$ cat src/rtl/bcd_xs3_sequencer.sv
// Multi-digit BCD to excess-3 converter that reuses one 4-bit code converter.
// Optional macro BCD_CHECK_EN adds invalid-nibble detection (err, 4'hF slot).

// 4-bit BCD to excess-3 digit converter (a/x = MSB, out = digit + 3).
module code_converter (
    input  logic a,
    input  logic b,
    input  logic c,
    input  logic d,
    output logic x,
    output logic y,
    output logic z,
    output logic w
);

    // Minimised sum terms; inputs 10-15 fall in the don't-care region.
    assign w = ~d;
    assign z = c ~^ d;
    assign y = b ^ (c | d);
    assign x = a | (b & (c | d));

endmodule

module bcd_xs3_sequencer #(
    parameter int DIGITS = 4,
    parameter int IDX_W  = 2
) (
    input  logic                  clk,
    input  logic                  rst,
    input  logic                  start,
    input  logic [4*DIGITS-1:0]   bcd_in,
    output logic                  busy,
    output logic                  done,
    output logic [4*DIGITS-1:0]   xs3_out,
    output logic                  err,
    output logic [IDX_W-1:0]      digit_idx
);

    localparam logic [1:0] IDLE = 2'd0;
    localparam logic [1:0] CONV = 2'd1;
    localparam logic [1:0] DONE = 2'd2;

    localparam logic [IDX_W-1:0] LAST_IDX = IDX_W'(DIGITS - 1);

    logic [1:0]          state;
    logic [4*DIGITS-1:0] operand;
    logic [3:0]          nib;
    logic [3:0]          conv;
    logic [3:0]          slot;
    logic                last;

    assign busy = (state == CONV);
    assign done = (state == DONE);
    assign last = (digit_idx == LAST_IDX);

    code_converter u_conv (
        .a (nib[3]),
        .b (nib[2]),
        .c (nib[1]),
        .d (nib[0]),
        .x (conv[3]),
        .y (conv[2]),
        .z (conv[1]),
        .w (conv[0])
    );

`ifdef BCD_CHECK_EN
    logic bad;

    // Select the active operand nibble and mark invalid digits with 4'hF.
    always_comb begin
        nib  = operand[{digit_idx, 2'b00} +: 4];
        bad  = (nib > 4'd9);
        slot = bad ? 4'hF : conv;
    end

    // Sticky error flag, cleared when a new job is accepted.
    always_ff @(posedge clk) begin
        if (rst) begin
            err <= 1'b0;
        end else if (state == IDLE && start) begin
            err <= 1'b0;
        end else if (state == CONV && bad) begin
            err <= 1'b1;
        end
    end
`else
    // Select the active operand nibble; converter output is used as-is.
    always_comb begin
        nib  = operand[{digit_idx, 2'b00} +: 4];
        slot = conv;
    end

    assign err = 1'b0;
`endif

    // Control FSM: latch operand, walk one nibble per clock, pulse done.
    always_ff @(posedge clk) begin
        if (rst) begin
            state     <= IDLE;
            operand   <= '0;
            xs3_out   <= '0;
            digit_idx <= '0;
        end else begin
            case (state)
                IDLE: begin
                    if (start) begin
                        operand   <= bcd_in;
                        xs3_out   <= '0;
                        digit_idx <= '0;
                        state     <= CONV;
                    end
                end
                CONV: begin
                    xs3_out[{digit_idx, 2'b00} +: 4] <= slot;
                    if (last) begin
                        digit_idx <= '0;
                        state     <= DONE;
                    end else begin
                        digit_idx <= digit_idx + 1'b1;
                    end
                end
                DONE: begin
                    state <= IDLE;
                end
                default: begin
                    state     <= IDLE;
                    digit_idx <= '0;
                end
            endcase
        end
    end

endmodule

$ cat config.mk
export PLATFORM = sky130hd
export DESIGN_NAME = bcd_xs3_sequencer
export DESIGN_NICKNAME = d
export VERILOG_FILES = /design/src/rtl/bcd_xs3_sequencer.sv
export SDC_FILE = /design/constraint.sdc
export NUM_CORES = 1
export LEC_CHECK = 0
export CAP_MARGIN = 40
export CORE_ASPECT_RATIO = 0.7
export CORE_MARGIN = 3
export CORE_UTILIZATION = 49
export DETAILED_ROUTE_END_ITERATION = 10
export GPL_TIMING_DRIVEN = 0
export PLACE_DENSITY = 0.79
export SLEW_MARGIN = 20
export SYNTH_ARGS = -nofsm -noshare
export SYNTH_HDL_FRONTEND = slang
export SYNTH_SLANG_ARGS = --single-unit
$ cat constraint.sdc
create_clock -name clk -period 2.5 [get_ports clk]
set_input_delay 0.5 -clock clk [delete_from_list [all_inputs] [get_ports clk]]
set_output_delay 0.5 -clock clk [all_outputs]
set_load 0.01 [all_outputs]
* Word level (Yosys, flattened, before mapping) *
Cells that the tools add are included.

word-level totals
  bits in registers = 36
  input bits = 19
  output and inout bits = 21

operators by class
  add/subtract/negate cells = 2
  bitwise operators = 7
  equality and inequality tests = 5
  reductions and logical operators = 6
  multiplexer cells = 9
  shift operators = 3

operator list
  kind                                                                     count
  16-bit case mux with 2 select lines                                      1
  16-bit bitwise mux                                                       1
  16-bit two-way mux                                                       1
  4-bit by 6-bit variable shift with 16-bit output (first input constant)  1
  16-bit by 5-bit indexed part select with 4-bit output                    1
  4-bit by 6-bit indexed part select with 16-bit output                    1
  2-bit two-way mux                                                        4
  2-bit AND reduction                                                      4
  4-bit negation with 6-bit output                                         1
  2-bit case mux with 3 select lines                                       1
  2-bit equality test (second input constant)                              2
  2-bit case mux with 2 select lines                                       1
  2-bit by 1-bit adder with 2-bit output (second input constant)           1
  2-bit by 1-bit equality test with 1-bit output (second input constant)   1
  2-bit zero test                                                          1
  2-bit by 1-bit != test with 1-bit output (second input constant)         1
  2-bit != test (second input constant)                                    1
  1-bit NOT                                                                2
  1-bit OR                                                                 2
  2-bit nonzero test                                                       1
  1-bit AND                                                                1
  1-bit bitwise XNOR                                                       1
  1-bit XOR                                                                1

* Logic depth before layout (Yosys ltp) *
Gate-level depths: netlist of run 1.

  depth after elaboration = 7
  depth in mapped cells = 10

* Cells and area by module *
Synthesis of run 1 repeated with hierarchy kept, for this count alone.

second synthesis, totals
  cell total of the unflattened synthesis = 167
  area total of the unflattened synthesis = 1647.8 um2

modules (own cells, without submodules)
  module             cells each  times used  area an instance (um2)  seq. area each (um2)
  bcd_xs3_sequencer  160         1           1601.5                  720.7
  code_converter     7           1           46.3                    0.0

* Least setup slack after synthesis of run 1 *
No wires, ideal clock.

  path kind = reg-to-reg
  start point = reg digit_idx[0]
  end point = reg xs3_out[7]
  required time = 2372 ps
  buffers on the path = 2
  arrival = 2017 ps
  setup slack = 355 ps
  stages on the path, launching flop included = 11
  path through = dfxtp_1 > buf_6 > buf_2 > mux4_2 > inv_1 > ha_1 > inv_1 > ha_1 > nor2b_1 > a22o_1 > o32ai_1

between the ends
  longest elaborated chain between the ends = 7
  elaborated cells on any way between the ends = 12
  classes of those cells = add/sub (1); shift (3); mux (2); bitwise (6)

RTL lines
  what                                                   line    source
  start, declared                                        36      output logic [IDX_W-1:0] digit_idx
  start signal, assigned                                 120     digit_idx <= digit_idx + 1'b1;
  16-bit by 5-bit indexed part select with 4-bit output  90      nib = operand[{digit_idx, 2'b00} +: 4];
  1-bit OR                                               19, 20
  1-bit AND                                              20      assign x = a | (b & (c | d));
  1-bit OR                                               20
  4-bit by 6-bit indexed part select with 16-bit output  115     xs3_out[{digit_idx, 2'b00} +: 4] <= slot;
  16-bit bitwise mux (*)                                 115
  16-bit case mux with 2 select lines (*)                105     case (state)
  end signal, assigned by index                          115
  end, declared                                          34      output logic [4*DIGITS-1:0] xs3_out,

Every way passes the cells marked *; elsewhere a longest branch is shown, timed or not.
A chain may end at the register's enable or synchronous reset.

* Final worst setup path of run 1 *
Same ends and word-level chain as after synthesis.

==> impl_metrics.toml, run 1 <==
[synth]
synth_top_cell_area_share = 0.422
synth_top_area_cell = "dfxtp_1"
synthesis.area_mm2 = 0.00171
synth_cell_type_count = 31
yosys-top-cells-count = "dfxtp_1, nand2_1, a21oi_1, nand2b_1"
ys_seq_elements = 36
synth.most_common_cell = "dfxtp_1"
synth_nets = 215
synth_edf_count = 0
ys_async_sr_fraction = 0
syn_inst = 190
dominantRegCellSynth = "dfxtp_1"
ys_warn_count = 0
yosys-top-cells-area = "dfxtp_1, nand2_1, a21oi_1"
syn_area_per_cell_um2 = 8.98
seq_area_frac_synth = 0.422

[cts]
cts_root_buffer = "clkbuf_8"
tritoncts = "done"
cts_max_level = 2
clock_latency_ns = 0.29
cts_sinks = 36
cts_buffers = 5
clk_path_buf_depth = 2
cts_setup_buffers = 0
clkTransAtPathRegs_ns = 0.07

[finish]
fillers = 290
stdcell_count = 282
ff_latch_area_um2 = 721
multi_input_area_um2 = 876
syn_to_final_growth_pct = 30.5
final_nets = 259
drive_above_1_share = 0.111
antenna_cells = 0
design_area_mm2 = 0.00223

[routing]
viasPerCell = 5.17
drc = 0
met3_length_um = 221
vias = 1457
wl_per_cell_um = 13.8
highest_layer = "met4"
dr.pass1.iters = 4
drt_iter0_markers = 83
drt-total-wl_mm = 3.90
dr_wl_met2_mm = 1.52
wl_met1_mm = 2.09
detail-route-antenna-nets = 0

[placed_design]
placed_area_mm2 = 0.00214
gp_congestion = 0.816
io_buffers = 37
dp_cells = 274
hpwl_mm = 2.88

[worst_setup_path]
arrival_ns = 2.56
cp-end-kind = "register"
critical-path-top-delay-family = "multiplexers"
crit_type = "reg2reg"
crit_path_start_kind = "register"
cp_cell_sequence = "buf_6 > buf_2 > mux4_2 > inv_1 > ha_1 > inv_1 > ha_1 > nor2b_1 > a22o_1 > o32ai_1"
max_stage_delay_ns = 0.52
cp_max_fo = 10
critPathRequiredTime_ns = 2.67
slowest_stage = "mux4_2"
critPathBufInv = 4

[sta]
max_freq_mhz = 418
finalClockSkew_ns = 0.00387
fin_hold_ws_ns = 0.454
finalCriticalPeriod_ns = 2.39
tightest_slew_ns = 0.537
slew_headroom = 0.642
hold_violations = 0
post-route-period-util = 0.956
rsz0062_at_grt = "no"
slew_violations = 0
fin_setup_tns_ns = 0
setup_viol = 0

[run]
drv_cap = 0

[pwr]
p_seq_frac = 0.495
clkPwrFrac = 0.343
switchingPower_w = 0.000315
ir_drop_mv = 0.405
p_comb_frac = 0.162
power_w = 0.00123
power_density_mw_per_mm2 = 554
p_leak_nw = 0.817
swShare = 0.256
internal_power_w = 0.000918

[hold_path]
hp-class = "reg2reg"

[global_routing]
grt_pass1_wl_mm = 6.39
grt_max_degree = 11
first_global_vias = 1318
track_usage = 0.194
overflow = 0
antenna_found_initial = 0

[die]
core_area_mm2 = 0.00323
die_y_um = 55.4
io_pins = 40
start_util = 0.528
num_rows = 17
dieArea_mm2 = 0.00424
fp.dieW_um = 76.5

[status]
status = "complete, no violations"
[logic make-up after synthesis]
kind of cell,after synthesis,synth area share
compound gates,44,0.169
fa+ha+maj,6,0.0440
other cells,1,0.00220
simple gates,73,0.223
mux,9,0.0748
buf+inv,21,0.0645
flops,36,0.422
[power by group through the flow]
| stage | logic [W] | clock network [W] | registers, W |
|---|---|---|---|
| final | 0.000200 | 0.000423 | 0.000610 |
| after global routing | 0.000220 | 0.000455 | 0.000613 |
| after CTS | 0.000200 | 0.000426 | 0.000610 |
| after detailed placement | 0.000199 | 0 | 0.000623 |
| after global placement | 0.000198 | 0 | 0.000622 |
| after floorplan | 0.000125 | 0 | 0.000621 |
[layout make-up]
type | count | share of cell area
Sequential cell | 36 | 0.324
Inverter | 6 | 0.0101
Multi-Input combinational cell | 133 | 0.393
Timing Repair Buffer | 37 | 0.166
Buffer | 15 | 0.0399
Clock buffer | 8 | 0.0404
Tap cell | 47 | 0.0264
[metal layers]
layer,up-vias,track usage
met5,-,0
met4,0,0.0879
met3,6,0.0489
met2,41,0.254
met1,663,0.292
li1,747,-
[state kept, by name, indices dropped and copies added (netlist names)]
| register | flops |
|---|---|
| xs3_out | 16 |
| operand | 16 |
| state | 2 |
| digit_idx | 2 |
[timing repair]
item                                    CTS  global route
endpoints found under the setup margin    0             1
hold buffers                              0             0
gates resized for setup                   0             2
[final timing paths]
path	cells after the start	to	slack, ns	start
worst min-delay path	2	operand[10]	0.45	operand[10]
worst max-delay path	10	xs3_out[7]	0.11	digit_idx[0]
worst max register to register	10	xs3_out[7]	0.11	digit_idx[0]
worst min register to register	2	operand[10]	0.45	operand[10]
[worst reg2reg max path: cells and delay by family, from the launching register on]
| family | cells | cell delay, ns |
|---|---|---|
| and+or+nand+nor | 1 | 0.11 |
| adders and majority gates | 2 | 0.32 |
| DFF | 1 | 0.43 |
| muxes | 1 | 0.52 |
| AOI/OAI and AO/OA | 2 | 0.38 |
| buffers and inverters | 4 | 0.50 |
[stage by stage]
step,setup WS [ns],utilization
4_1_cts,0.102,0.688
5_1_grt,0.00277,0.689
3_5_place_dp,0.149,0.661
3_3_place_gp,0.163,0.661
6_report,0.109,0.689
2_1_floorplan,0.355,-
[cells in the final DEF (no fill, tap or decap), types with 2 or more instances in the layout]
| cell | netlist | layout |
|---|---|---|
| nand2b_1 | 10 | 10 |
| buf_2 | 4 | 4 |
| mux2i_1 | 6 | 6 |
| and4bb_2 | 2 | 2 |
| nor2_1 | 8 | 8 |
| clkdlybuf4s50_1 | 0 | 37 |
| o21ai_0 | 8 | 8 |
| nand3b_1 | 2 | 2 |
| dfxtp_1 | 36 | 36 |
| nand4_1 | 2 | 2 |
| nand4b_1 | 2 | 2 |
| buf_6 | 2 | 2 |
| ha_1 | 6 | 6 |
| mux4_2 | 3 | 3 |
| o32ai_2 | 4 | 4 |
| clkbuf_8 | 0 | 6 |
| buf_1 | 2 | 2 |
| o32ai_1 | 4 | 4 |
| inv_1 | 6 | 6 |
| a21oi_1 | 25 | 25 |
| nand3_1 | 4 | 4 |
| buf_4 | 3 | 3 |
| nand2_1 | 34 | 34 |
| nor2b_1 | 5 | 5 |
| clkbuf_1 | 4 | 5 |
No activity file was read; power rests on OpenSTA's default activity.
==> inputs of run 2 (changes only) <==
--- a/config.mk
+++ b/config.mk
@@ -9,6 +9,7 @@
 export CORE_ASPECT_RATIO = 0.7
 export CORE_MARGIN = 3
 export CORE_UTILIZATION = 49
+export CTS_CLUSTER_SIZE = 24
 export DETAILED_ROUTE_END_ITERATION = 10
 export GPL_TIMING_DRIVEN = 0
 export PLACE_DENSITY = 0.79
==> results of run 2 <==
Same layout as run 1: the final DEF is identical, and so are final timing and power.
